### config.mk
export PLATFORM = sky130hd
export DESIGN_NAME = cs_stream_framer
export DESIGN_NICKNAME = d
export VERILOG_FILES = /design/src/rtl/cs_stream_framer.sv
export SDC_FILE = /design/constraint.sdc
export NUM_CORES = 1
export LEC_CHECK = 0
export CAP_MARGIN = 40
export CORE_AREA = 2 2 417 212
export DETAILED_ROUTE_END_ITERATION = 6
export DIE_AREA = 0 0 419 214
export PLACE_DENSITY_LB_ADDON = 0.2
export SLEW_MARGIN = 20
export SYNTH_ARGS = -nofsm -noshare
export SYNTH_HDL_FRONTEND = slang
export SYNTH_SLANG_ARGS = --single-unit
### constraint.sdc
create_clock -name clk -period 4.3 [get_ports clk]
set_clock_uncertainty 0.05 [all_clocks]
set_input_delay 0.86 -clock clk [delete_from_list [all_inputs] [get_ports clk]]
set_output_delay 0.86 -clock clk [all_outputs]
set_load 0.05 [all_outputs]
### src/rtl/cs_stream_framer.sv
// cs_stream_framer: buffers 32-bit input words and emits fixed-length custom stream frames with an idle gap.
// Optional define CS_FRAMER_TIMEOUT_EN flushes a partial buffer as a zero-padded frame after TIMEOUT idle cycles.
module cs_stream_framer #(
  parameter int          FRAME_LEN  = 16,
  parameter int          FIFO_DEPTH = 32,
  parameter int          GAP_CYCLES = 2,
  parameter logic [31:0] ADDR_BASE  = 32'h0000_0000,
  parameter int          TIMEOUT    = 64
) (
  input  logic        clk,
  input  logic        rst,
  input  logic [31:0] s_data,
  input  logic        s_valid,
  output logic        s_ready,
  output logic [31:0] cs_addr,
  output logic [31:0] cs_data,
  output logic        cs_fs,
  output logic        cs_user,
  output logic [15:0] frame_count
);

  localparam int AW = (FIFO_DEPTH > 1) ? $clog2(FIFO_DEPTH) : 1;
  localparam int CW = AW + 1;
  localparam int BW = $clog2(FRAME_LEN);
  localparam int LW = $clog2(FRAME_LEN + 1);
  localparam logic [CW-1:0] DEPTH_C   = CW'(FIFO_DEPTH);
  localparam logic [CW-1:0] FRAME_C   = CW'(FRAME_LEN);
  localparam logic [BW-1:0] LAST_BEAT = BW'(FRAME_LEN - 1);
  localparam logic [7:0]    GAP_LAST  = (GAP_CYCLES > 0) ? 8'(GAP_CYCLES - 1) : 8'd0;

  if (FRAME_LEN < 2 || FRAME_LEN > 4096 || FIFO_DEPTH < FRAME_LEN ||
      (FIFO_DEPTH & (FIFO_DEPTH - 1)) != 0 || GAP_CYCLES < 0 || GAP_CYCLES > 255 ||
      TIMEOUT < 1 || TIMEOUT > 65535) begin : g_bad_params
    $error("cs_stream_framer: parameter out of range");
  end

  typedef enum logic [1:0] {ST_IDLE, ST_BURST, ST_GAP} state_t;

  // Handshake: a word moves when s_valid && s_ready at the rising edge; s_ready depends only on registered state.
  state_t          state, state_nxt;
  logic [31:0]     mem [FIFO_DEPTH];
  logic [AW-1:0]   wr_ptr, rd_ptr;
  logic [CW-1:0]   count;
  logic            rst_hold;
  logic            push, pop;
  logic [BW-1:0]   beat, beat_nxt;
  logic [7:0]      gap_cnt, gap_cnt_nxt;
  logic [LW-1:0]   real_left, real_left_nxt, take;
  logic [31:0]     addr_nxt, data_nxt;
  logic            fs_nxt, user_nxt, frame_done;
  logic            start_pad;

  assign s_ready = ~rst_hold & (count < DEPTH_C);
  assign push    = s_valid & s_ready;

`ifdef CS_FRAMER_TIMEOUT_EN
  localparam logic [15:0] TIMEOUT_LAST = 16'(TIMEOUT - 1);
  logic [15:0] timer;
  logic        partial;

  assign partial   = (state == ST_IDLE) && (count != '0) && (count < FRAME_C);
  assign start_pad = partial && (timer == TIMEOUT_LAST);

  always_ff @(posedge clk or posedge rst) begin
    if (rst) timer <= '0;
    else if (push || !partial) timer <= '0;
    else timer <= timer + 16'd1;
  end
`else
  assign start_pad = 1'b0;
`endif

  // A padded frame pops only the words present at its start; the remaining beats carry zero data.
  assign take = start_pad ? LW'(count) : LW'(FRAME_LEN);

  always_comb begin
    state_nxt     = state;
    beat_nxt      = beat;
    gap_cnt_nxt   = gap_cnt;
    real_left_nxt = real_left;
    pop           = 1'b0;
    addr_nxt      = '0;
    data_nxt      = '0;
    fs_nxt        = 1'b0;
    user_nxt      = 1'b0;
    frame_done    = 1'b0;
    case (state)
      ST_IDLE: begin
        gap_cnt_nxt = '0;
        if (count >= FRAME_C || start_pad) begin
          pop           = 1'b1;
          data_nxt      = mem[rd_ptr];
          real_left_nxt = take - LW'(1);
          addr_nxt      = ADDR_BASE;
          fs_nxt        = 1'b1;
          user_nxt      = 1'b1;
          beat_nxt      = BW'(1);
          state_nxt     = ST_BURST;
        end
      end
      ST_BURST: begin
        user_nxt = 1'b1;
        addr_nxt = ADDR_BASE + 32'(beat);
        if (real_left != '0) begin
          pop           = 1'b1;
          data_nxt      = mem[rd_ptr];
          real_left_nxt = real_left - LW'(1);
        end
        if (beat == LAST_BEAT) begin
          frame_done = 1'b1;
          beat_nxt   = '0;
          state_nxt  = (GAP_CYCLES > 0) ? ST_GAP : ST_IDLE;
        end else begin
          beat_nxt = beat + BW'(1);
        end
      end
      ST_GAP: begin
        if (gap_cnt == GAP_LAST) begin
          gap_cnt_nxt = '0;
          state_nxt   = ST_IDLE;
        end else begin
          gap_cnt_nxt = gap_cnt + 8'd1;
        end
      end
      default: state_nxt = ST_IDLE;
    endcase
  end

  always_ff @(posedge clk or posedge rst) begin
    if (rst) begin
      rst_hold    <= 1'b1;
      state       <= ST_IDLE;
      wr_ptr      <= '0;
      rd_ptr      <= '0;
      count       <= '0;
      beat        <= '0;
      gap_cnt     <= '0;
      real_left   <= '0;
      cs_addr     <= '0;
      cs_data     <= '0;
      cs_fs       <= 1'b0;
      cs_user     <= 1'b0;
      frame_count <= '0;
    end else begin
      rst_hold    <= 1'b0;
      state       <= state_nxt;
      beat        <= beat_nxt;
      gap_cnt     <= gap_cnt_nxt;
      real_left   <= real_left_nxt;
      cs_addr     <= addr_nxt;
      cs_data     <= data_nxt;
      cs_fs       <= fs_nxt;
      cs_user     <= user_nxt;
      count       <= count + CW'(push) - CW'(pop);
      frame_count <= frame_count + 16'(frame_done);
      if (push) wr_ptr <= wr_ptr + AW'(1);
      if (pop) rd_ptr <= rd_ptr + AW'(1);
    end
  end

  // Storage needs no reset; the pointers and count define what is valid.
  always_ff @(posedge clk) begin
    if (push) mem[wr_ptr] <= s_data;
  end

endmodule

* Yosys cells after proc, flatten, opt, wreduce, memory -nomap -nowiden
Memory sizes are Yosys's and may differ from the RTL's.
Cells that the tools add are included.
** Storage, ports and cells
- Bits in registers :: 118
- RAM bits :: 1024
- Bits of input ports :: 35
- Word-level logic and storage cells :: 67
- Memories :: 1
** Operators by class
- Add/subtract/negate cells :: 8
- Order comparisons :: 2
- Equal/unequal tests :: 8
- Multiplexer cells :: 25
- Bitwise gates (word level) :: 3
- Reduce and logical (&&, ||, !) cells :: 7
** Memory list
- mem :: depth 32, width 32, rd ports 1, clocked after memory_dff 0, write ports 1, line 41 : logic [31:0] mem [FIFO_DEPTH];
** Operator list (count)
- 32-bit 2-to-1 mux :: 2
- 32-bit one-hot mux with 2 select lines :: 1
- 16-bit by 1-bit adder with 16-bit output :: 1
- 8-bit one-hot mux with 2 select lines :: 1
- 4-bit 2-to-1 mux :: 3
- 5-bit by 1-bit adder with 5-bit output, second input constant :: 2
- 5-bit 2-to-1 mux :: 2
- 5-bit one-hot mux with 2 select lines :: 1
- 8-bit by 1-bit adder with 8-bit output, second input constant :: 1
- 8-bit by 1-bit equality test with 1-bit output, second input constant :: 1
- 8-bit 2-to-1 mux :: 1
- 2-bit inequality test, second input constant :: 4
- 4-bit one-hot mux with 2 select lines :: 1
- 1-bit 2-to-1 mux :: 7
- 6-bit by 1-bit adder with 6-bit output :: 1
- 6-bit by 5-bit greater-or-equal comparator with 1-bit output, second input constant :: 1
- 6-bit < comparator, second input constant :: 1
- 2-bit 2-to-1 mux :: 3
- 2-bit one-hot mux with 3 select lines :: 1
- 3-bit AND reduction :: 2
- 6-bit by 1-bit subtractor with 6-bit output :: 1
- 5-bit nonzero test :: 1
- 5-bit by 1-bit subtractor with 5-bit output, second input constant :: 1
- 4-bit by 1-bit adder with 4-bit output, second input constant :: 1
- 9 further kinds :: 12

* Depth between registers and ports, before layout
Gate-level depths: netlist (run 1).
- Depth in word-level cells :: 5
- Mapped depth :: 14

* Worst setup path before layout (run 1)
No wires, ideal clock.
- Kind :: register to register
- Start :: reg count[5]
- End :: mem mem[31][0] (enable)
- Library setup time :: 421 ps
- Arrival time :: 3190 ps
- Data required time :: 3829 ps
- Path slack :: 639 ps
- Cell stages (with the launch flop) :: 6
- Buffers on the path :: 1
- Cells stage by stage :: dfrtp_1 -> nor2_1 -> and2_1 -> clkbuf_1 -> nand2_1 -> nor2_1
** Between the ends
- Longest elaborated chain between the ends :: 5
** Ends and longest elaborated chain
- start: declaration :: line 43 : logic [CW-1:0] count;
- start signal: assignment :: line 154 : count <= count + CW'(push) - CW'(pop);
- 6-bit < comparator :: line 53 : assign s_ready = ~rst_hold & (count < DEPTH_C);
- 1-bit AND :: line 53
- named net s_ready :: line 14 : output logic s_ready,
- 1-bit AND :: line 54 : assign push = s_valid & s_ready;
- 1-bit 2-to-1 mux :: line 163 : if (push) mem[wr_ptr] <= s_data;
- 1-bit 2-to-1 mux (implied by the code) :: line 163
- end: declaration :: line 41
The timed path passes the listed nets, and every way through them passes these cells.

* Final worst setup path (run 1)
- Start :: reg rd_ptr[0]
- End :: reg cs_data[9]
** Between the ends
- Longest elaborated chain between the ends :: 3
** Ends and longest elaborated chain
- start: declaration :: line 42 : logic [AW-1:0] wr_ptr, rd_ptr;
- start signal: assignment :: line 157 : if (pop) rd_ptr <= rd_ptr + AW'(1);
- memory read 32 x 32 bit *
- 32-bit 2-to-1 mux (on tied branches) :: line 104, 90
- 32-bit one-hot mux with 2 select lines * :: line 87 : case (state)
- named net data_nxt[9] :: line 49 : logic [31:0] addr_nxt, data_nxt;
- end signal: assignment :: line 151 : cs_data <= data_nxt;
- end: declaration :: line 16 : output logic [31:0] cs_data,
The timed path passes the listed nets; every way through them passes the cells marked *.
A chain may end at the register's enable or synchronous reset.

==> results_dict.tcl, run 1 <==
set metrics [dict create \
    cts.sinks 1114 \
    htree_levels 3 \
    synth_top_area_share_pct 72.0 \
    seq_area_frac_synth_pct 77.2 \
    ir_drop_v 0.000343 \
    netlist_area_um2 42700 \
    synth_top_area_cell "edfxtp_1" \
    final.min_clock_period_ps 3310 \
    fin_ws_ps 991 \
    maxSlewHeadroom_pct 32.9 \
    ys.flop_type "edfxtp_1" \
    io_buffers 89 \
    pre_cts_ws_ps 427 \
    rsz0062_at_grt "false" \
    numCtsBuffers 96 \
    n_fill_cell 6230 \
    ios 118 \
    cp.required_ps 4730 \
    drc_errors 0 \
    grt_first_pass_wirelength_mm 146 \
    setup_tns_ps 0 \
    syn_avg_cell_area_um2 21.0 \
    end_kind "flop" \
    worstHoldPathType "input port to asynchronous set/reset pin" \
    worstMarginPinSlew_ps 1010 \
    pwr-share-seq_pct 41.3 \
    fin_cells 3506 \
    start_kind "flop" \
    overflow 0 \
    die_w_um 419 \
    synth-seq-cells 1114 \
    clk_latency_ps 680 \
    initial_core_util_pct 49.9 \
    hold_violations 0 \
    placed_cells 3322 \
    path_clk_slew_ps 70 \
    rows 76 \
    gp_congestion 0.809 \
    num-nets-final 2309 \
    pwr-share-comb_pct 30.4 \
    ant_nets 0 \
    leakagePower_nw 16.2 \
    cts-root-buf "clkbuf_16" \
    status "complete, no violations" \
    drt_wl_total_mm 102 \
    total_power_mw 31.4 \
    firstDrtPassIters 7 \
    via_count 21000 \
    ctsLongestPathBuffers 3 \
    postCtsSetupRepairBufs 0 \
    cp_max_fo 65 \
    synth_most_common_cell "edfxtp_1" \
    synth_common_cells "edfxtp_1 (1024), mux4_2 (192), mux2i_1 (133), dfrtp_1 (89), clkbuf_1 (58)" \
    synthCells 2031 \
    vias_per_cell 5.98 \
    hpwl_mm 61.2 \
    wl_per_cell_um 29.0 \
    cp.arrival_ps 3740 \
    synth_top_cells_by_area "edfxtp_1 (72%), mux4_2 (10%), dfrtp_1 (5.2%)" \
    grt_pass1_vias 20900 \
    drive_above_1_share_pct 23.7 \
    ctsResizeCount 0 \
    area_growth_pct 15.0 \
    internal_power_mw 21.3 \
    cts_tree "yes" \
    setup_viol_count_final 0 \
    ys_types 51 \
    drt-initial-drc-count 2787 \
    gr-usage-all-layers_pct 22.8 \
    finalCritPeriodShare_pct 77.0 \
    dieArea_um2 89700 \
    cts_hold_buffers 0 \
    max_cap_violations 0 \
    ys_warn_count 0 \
    power.switching_mw 10.1 \
    fmax_ghz 0.302 \
    fp.coreArea_um2 85700 \
    clkPwrFrac_pct 28.3 \
    grt_max_degree 66 \
    die_h_um 214 \
    hold_slack_ps 362 \
    switching_share_pct 32.3 \
    synth_edf_count 1024 \
    antenna_found_initial 3 \
    slew_viol_final 0 \
    p_per_area_nw_per_um2 639 \
    crit_type "flop to flop" \
    synthArstFlopShare_pct 8.08 \
]
==> path summary, 6_finish.rpt <==
path                                  from               to  slack [ps]  depth (start not counted)
min                                    rst  frame_count[13]         360                          2
max                              rd_ptr[0]       cs_data[9]         990                          4
min in group clk           frame_count[15]  frame_count[15]         420                          1
max in group asynchronous              rst       cs_data[0]        3010                          4
max reg2reg                      rd_ptr[0]       cs_data[9]         990                          4
min reg2reg                frame_count[15]  frame_count[15]         420                          1
==> layer usage <==
layer  track usage [%]  wire length, um  vias up
met5                 0                0        -
met4              5.09             1600        0
met3              6.33             9940      109
met2              31.9            43800      877
met1              35.8            46100    11200
li1                  -                -     8845
==> layout by cell type, fill, tap and decap left out, types with 10 or more instances in the layout <==
cell | synthesis | layout
edfxtp_1 | 1024 | 1024
mux4_2 | 192 | 192
mux2i_1 | 133 | 133
buf_4 | 42 | 120
clkbuf_16 | 0 | 98
dfrtp_1 | 89 | 85
clkdlybuf4s50_1 | 0 | 83
o22ai_1 | 33 | 33
nor2_4 | 0 | 33
a22o_1 | 32 | 32
a21oi_1 | 32 | 32
a211oi_1 | 32 | 32
o221ai_1 | 31 | 31
a22oi_1 | 31 | 31
conb_1 | 1 | 29
nand2_1 | 24 | 24
clkbuf_1 | 58 | 21
xnor2_1 | 20 | 20
nor2_1 | 52 | 19
a2111oi_2 | 19 | 19
ha_1 | 19 | 19
inv_1 | 19 | 18
clkinv_1 | 0 | 14
clkinv_2 | 0 | 13
xor2_1 | 12 | 12
nand3_1 | 12 | 11
bufinv_16 | 0 | 11
o21ai_0 | 10 | 10
nand4_1 | 10 | 10
buf_12 | 0 | 10
==> through the flow <==
stage               instance area, um^2  utilization [%]
floorplan                         42800                -
global placement                  45700             53.4
detailed placement                45900             53.5
CTS                               49100             57.3
global route                      49100             57.4
finish                            49100             57.4
==> sequential cells by signal (all words and copies together), names as in the netlist, 2 cells and up <==
name,cells
beat,4
cs_data,32
gap_cnt,8
wr_ptr,5
real_left,5
count,6
cs_addr,4
rd_ptr,5
state,2
frame_count,16
mem,1024
==> kinds of logic after synthesis <==
| group | Yosys count | synth area share, % |
|---|---|---|
| mux | 327 | 13.3 |
| other cells | 1 | 0.00878 |
| simple gates | 130 | 1.45 |
| xor+xnor | 32 | 0.656 |
| fa+ha+maj | 20 | 0.603 |
| flops | 1114 | 77.2 |
| buf+inv | 160 | 2.18 |
| compound gates | 247 | 4.57 |
==> power groups by stage <==
| stage | Clock [mW] | Combinational [mW] | Sequential (mW) |
|---|---|---|---|
| 2_1_floorplan | 0 | 5.89 | 13.4 |
| 3_3_place_gp | 0 | 9.39 | 13.2 |
| 3_5_place_dp | 0 | 9.49 | 13.2 |
| 4_1_cts | 9.04 | 9.52 | 13.0 |
| 5_1_grt | 9.43 | 10.1 | 13.0 |
| 6_report | 8.88 | 9.54 | 13.0 |
==> critical path, cell delays in order (launching register included) <==
cell and delay (ps):
dfrtp_4 800, buf_12 470, mux4_2 590, a22oi_1 810, a211oi_1 270
==> area by class of cell <==
| type | count | area (um^2) | share of cell area [%] |
|---|---|---|---|
| timing repair buffer | 237 | 2170 | 4.41 |
| inverter | 20 | 77.6 | 0.158 |
| antenna | 1 | 2.50 | 0.00509 |
| sequential | 1114 | 33000 | 67.2 |
| multi-input combinational | 785 | 9190 | 18.7 |
| clock inverter | 53 | 597 | 1.21 |
| clock buffer | 126 | 2630 | 5.35 |
| tap | 1170 | 1460 | 2.98 |
(Power assumes the default switching activity.)
==> inputs of run 2 (changes only) <==
==> constraint.sdc (replaced) <==
create_clock -name clk -period 3.37 [get_ports clk]
set_clock_uncertainty 0.05 [all_clocks]
set_input_delay 0.674 -clock clk [delete_from_list [all_inputs] [get_ports clk]]
set_output_delay 0.674 -clock clk [all_outputs]
set_load 0.05 [all_outputs]
==> run 2 against run 1 <==
Effect of this change:
- combinational power increased by 26%
- via count increased by 0.30%
- critical path depth increased by 8
- first-iteration DRC count decreased by 7.3%
- utilization increased by 0.85 points
- sequential power increased by 26%
- setup slack got worse by 710 ps
- power increased by 28%
- count of clock-buffer cells in the layout increased by 4
- global-route usage decreased by 0.28 points
- cell count increased by 0.34%
- critical path type unchanged
- largest power group unchanged
==> results_dict.tcl, run 2 (synthesis gave the netlist of run 1 again) <==
set metrics [dict create \
    leakagePower_nw 16.5 \
    cts_tree "yes" \
    die_w_um 419 \
    cp_slowest_stage_delay_ps 560 \
    start_kind "flop" \
    fin_cells 3518 \
    total_power_mw 40.0 \
    cp_top_family "compound AO/OA/AOI/OAI gates" \
    switching_share_pct 31.1 \
    n_fill_cell 6188 \
    hold_slack_ps 305 \
    rsz0062_at_grt "false" \
    antenna_found_initial 0 \
    ctsResizeCount 0 \
    largest_reg_flops 1024 \
    wl_per_cell_um 28.2 \
    layout_common_cells "edfxtp_1 (1024), mux4_2 (192), mux2i_1 (133), clkbuf_16 (99), buf_4 (94)" \
    gr-usage-all-layers_pct 22.5 \
    cp.buffers_inverters 3 \
    numCtsBuffers 97 \
    grt_first_pass_wirelength_mm 147 \
    worstMarginPinSlew_ps 781 \
    fmax_ghz 0.324 \
    use_met2_pct 33.3 \
    r2r_cells 12 \
    fin_area_um2 49900 \
    path_clk_slew_ps 70 \
    area_growth_pct 16.7 \
    internal_power_mw 27.6 \
    via_count 21000 \
    vias_per_cell 5.98 \
    pwr-share-seq_pct 40.8 \
    cp.arrival_ps 3580 \
    ctsLongestPathBuffers 3 \
    met1_usage_pct 35.2 \
    gp_congestion 0.784 \
    slew_viol_final 0 \
    crit_top_cell "ha_1" \
    placedInstanceArea_um2 46500 \
    maxSlewHeadroom_pct 47.9 \
    pwr-share-comb_pct 29.9 \
    clkPwrFrac_pct 29.3 \
    met3_usage_pct 3.88 \
    drt-initial-drc-count 2583 \
    htree_levels 3 \
    final_common_cell "edfxtp_1" \
    hold_violations 0 \
    drc_errors 0 \
    r2r-end "count[5]" \
    postCtsSetupRepairBufs 0 \
    status "complete, no violations" \
    rows 76 \
    setup_viol_count_final 0 \
    clk_latency_ps 700 \
    placed_cells 3333 \
    finalCritPeriodShare_pct 91.7 \
    dieArea_um2 89700 \
    worstHoldPathType "input port to asynchronous set/reset pin" \
    r2r-start "real_left[0]" \
    regMostFlops "mem" \
    initial_core_util_pct 49.9 \
    crit_type "flop to flop" \
    ios 118 \
    cts-root-buf "clkbuf_16" \
    fp.coreArea_um2 85700 \
    max_cap_violations 0 \
    cp_cell_sequence "inv_1 > ha_1 > or4b_1 > a21oi_4 > inv_2 > ha_1 > inv_1 > ha_1 > a21o_1 > a21o_1 > a2111oi_0 > a311oi_1" \
    firstDrtPassIters 5 \
    reg_top3 "mem x1024, cs_data x32, frame_count x16" \
    seqCellArea_um2 33000 \
    cp_max_fo 9 \
    overflow 0 \
    num-nets-final 2320 \
    ff2ff_setup_slack_ps 280 \
    gr-max-usage-layer "met1" \
    grt_pass1_vias 21300 \
    p_per_area_nw_per_um2 803 \
    final.min_clock_period_ps 3090 \
    cp.required_ps 3860 \
    drive_above_1_share_pct 24.0 \
    end_kind "flop" \
    cts.sinks 1114 \
    hpwl_mm 56.9 \
    io_buffers 89 \
    multi_input_area_um2 9180 \
    die_h_um 214 \
    ant_nets 0 \
    cp_slowest_cell "or4b_1" \
    cts_hold_buffers 0 \
    antenna_cells 0 \
    grt_max_degree 53 \
    power.switching_mw 12.4 \
    ir_drop_v 0.000584 \
    drt_wl_total_mm 99.3 \
]
==> run 2: changes by cell type in the layout (fill, tap and decap cells not counted), sizes merged, moves of 2 or more <==
cell           previous run  this run
clkbuf                  127       130
clkinvlp                  8         6
inv                      25        23
bufinv                   11        14
buf                     152       158
clkdlybuf4s50            83        89
==> run 2: worst max path at each step <==
stage | start | endpoint | slack [ps] | cells past startpoint
floorplan | count[5] | mem[31][0] | -290 | 5
CTS | real_left[0] | count[5] | 250 | 12
global route | real_left[0] | count[5] | 120 | 12
finish | real_left[0] | count[5] | 280 | 12
detailed placement | real_left[0] | count[5] | 260 | 12
global placement | s_valid | count[5] | 290 | 10
==> run 2: cell type report <==
type | instances | area share [%]
Sequential cell | 1114 | 66.2
Multi-Input combinational cell | 785 | 18.4
Timing Repair Buffer | 247 | 5.56
Clock buffer | 130 | 5.40
Tap cell | 1170 | 2.94
Clock inverter | 52 | 1.34
Inverter | 20 | 0.156
==> run 2: power groups by stage <==
stage	sequential, mW	combinational [mW]	clock [mW]
after floorplan	17.1	7.52	0
after global placement	16.6	12.0	0
after detailed placement	16.7	12.1	0
after CTS	16.4	12.1	11.9
after global routing	16.4	12.7	12.5
final	16.4	12.0	11.7
==> run 2: routing by layer <==
metal  vias up  share of wire [%]
li1       8861                  -
met1     11200                 45
met2       830                 45
met3       129                7.5
met4         0                1.9
met5         -                  0
==> run 2: through the flow <==
stage          setup WS, ps  util (%)  TNS (ps)
2_1_floorplan          -291         -   -257510
3_3_place_gp            294      54.0         0
3_5_place_dp            263      54.2         0
4_1_cts                 251      58.2         0
5_1_grt                 115      58.2         0
6_report                280      58.2         0
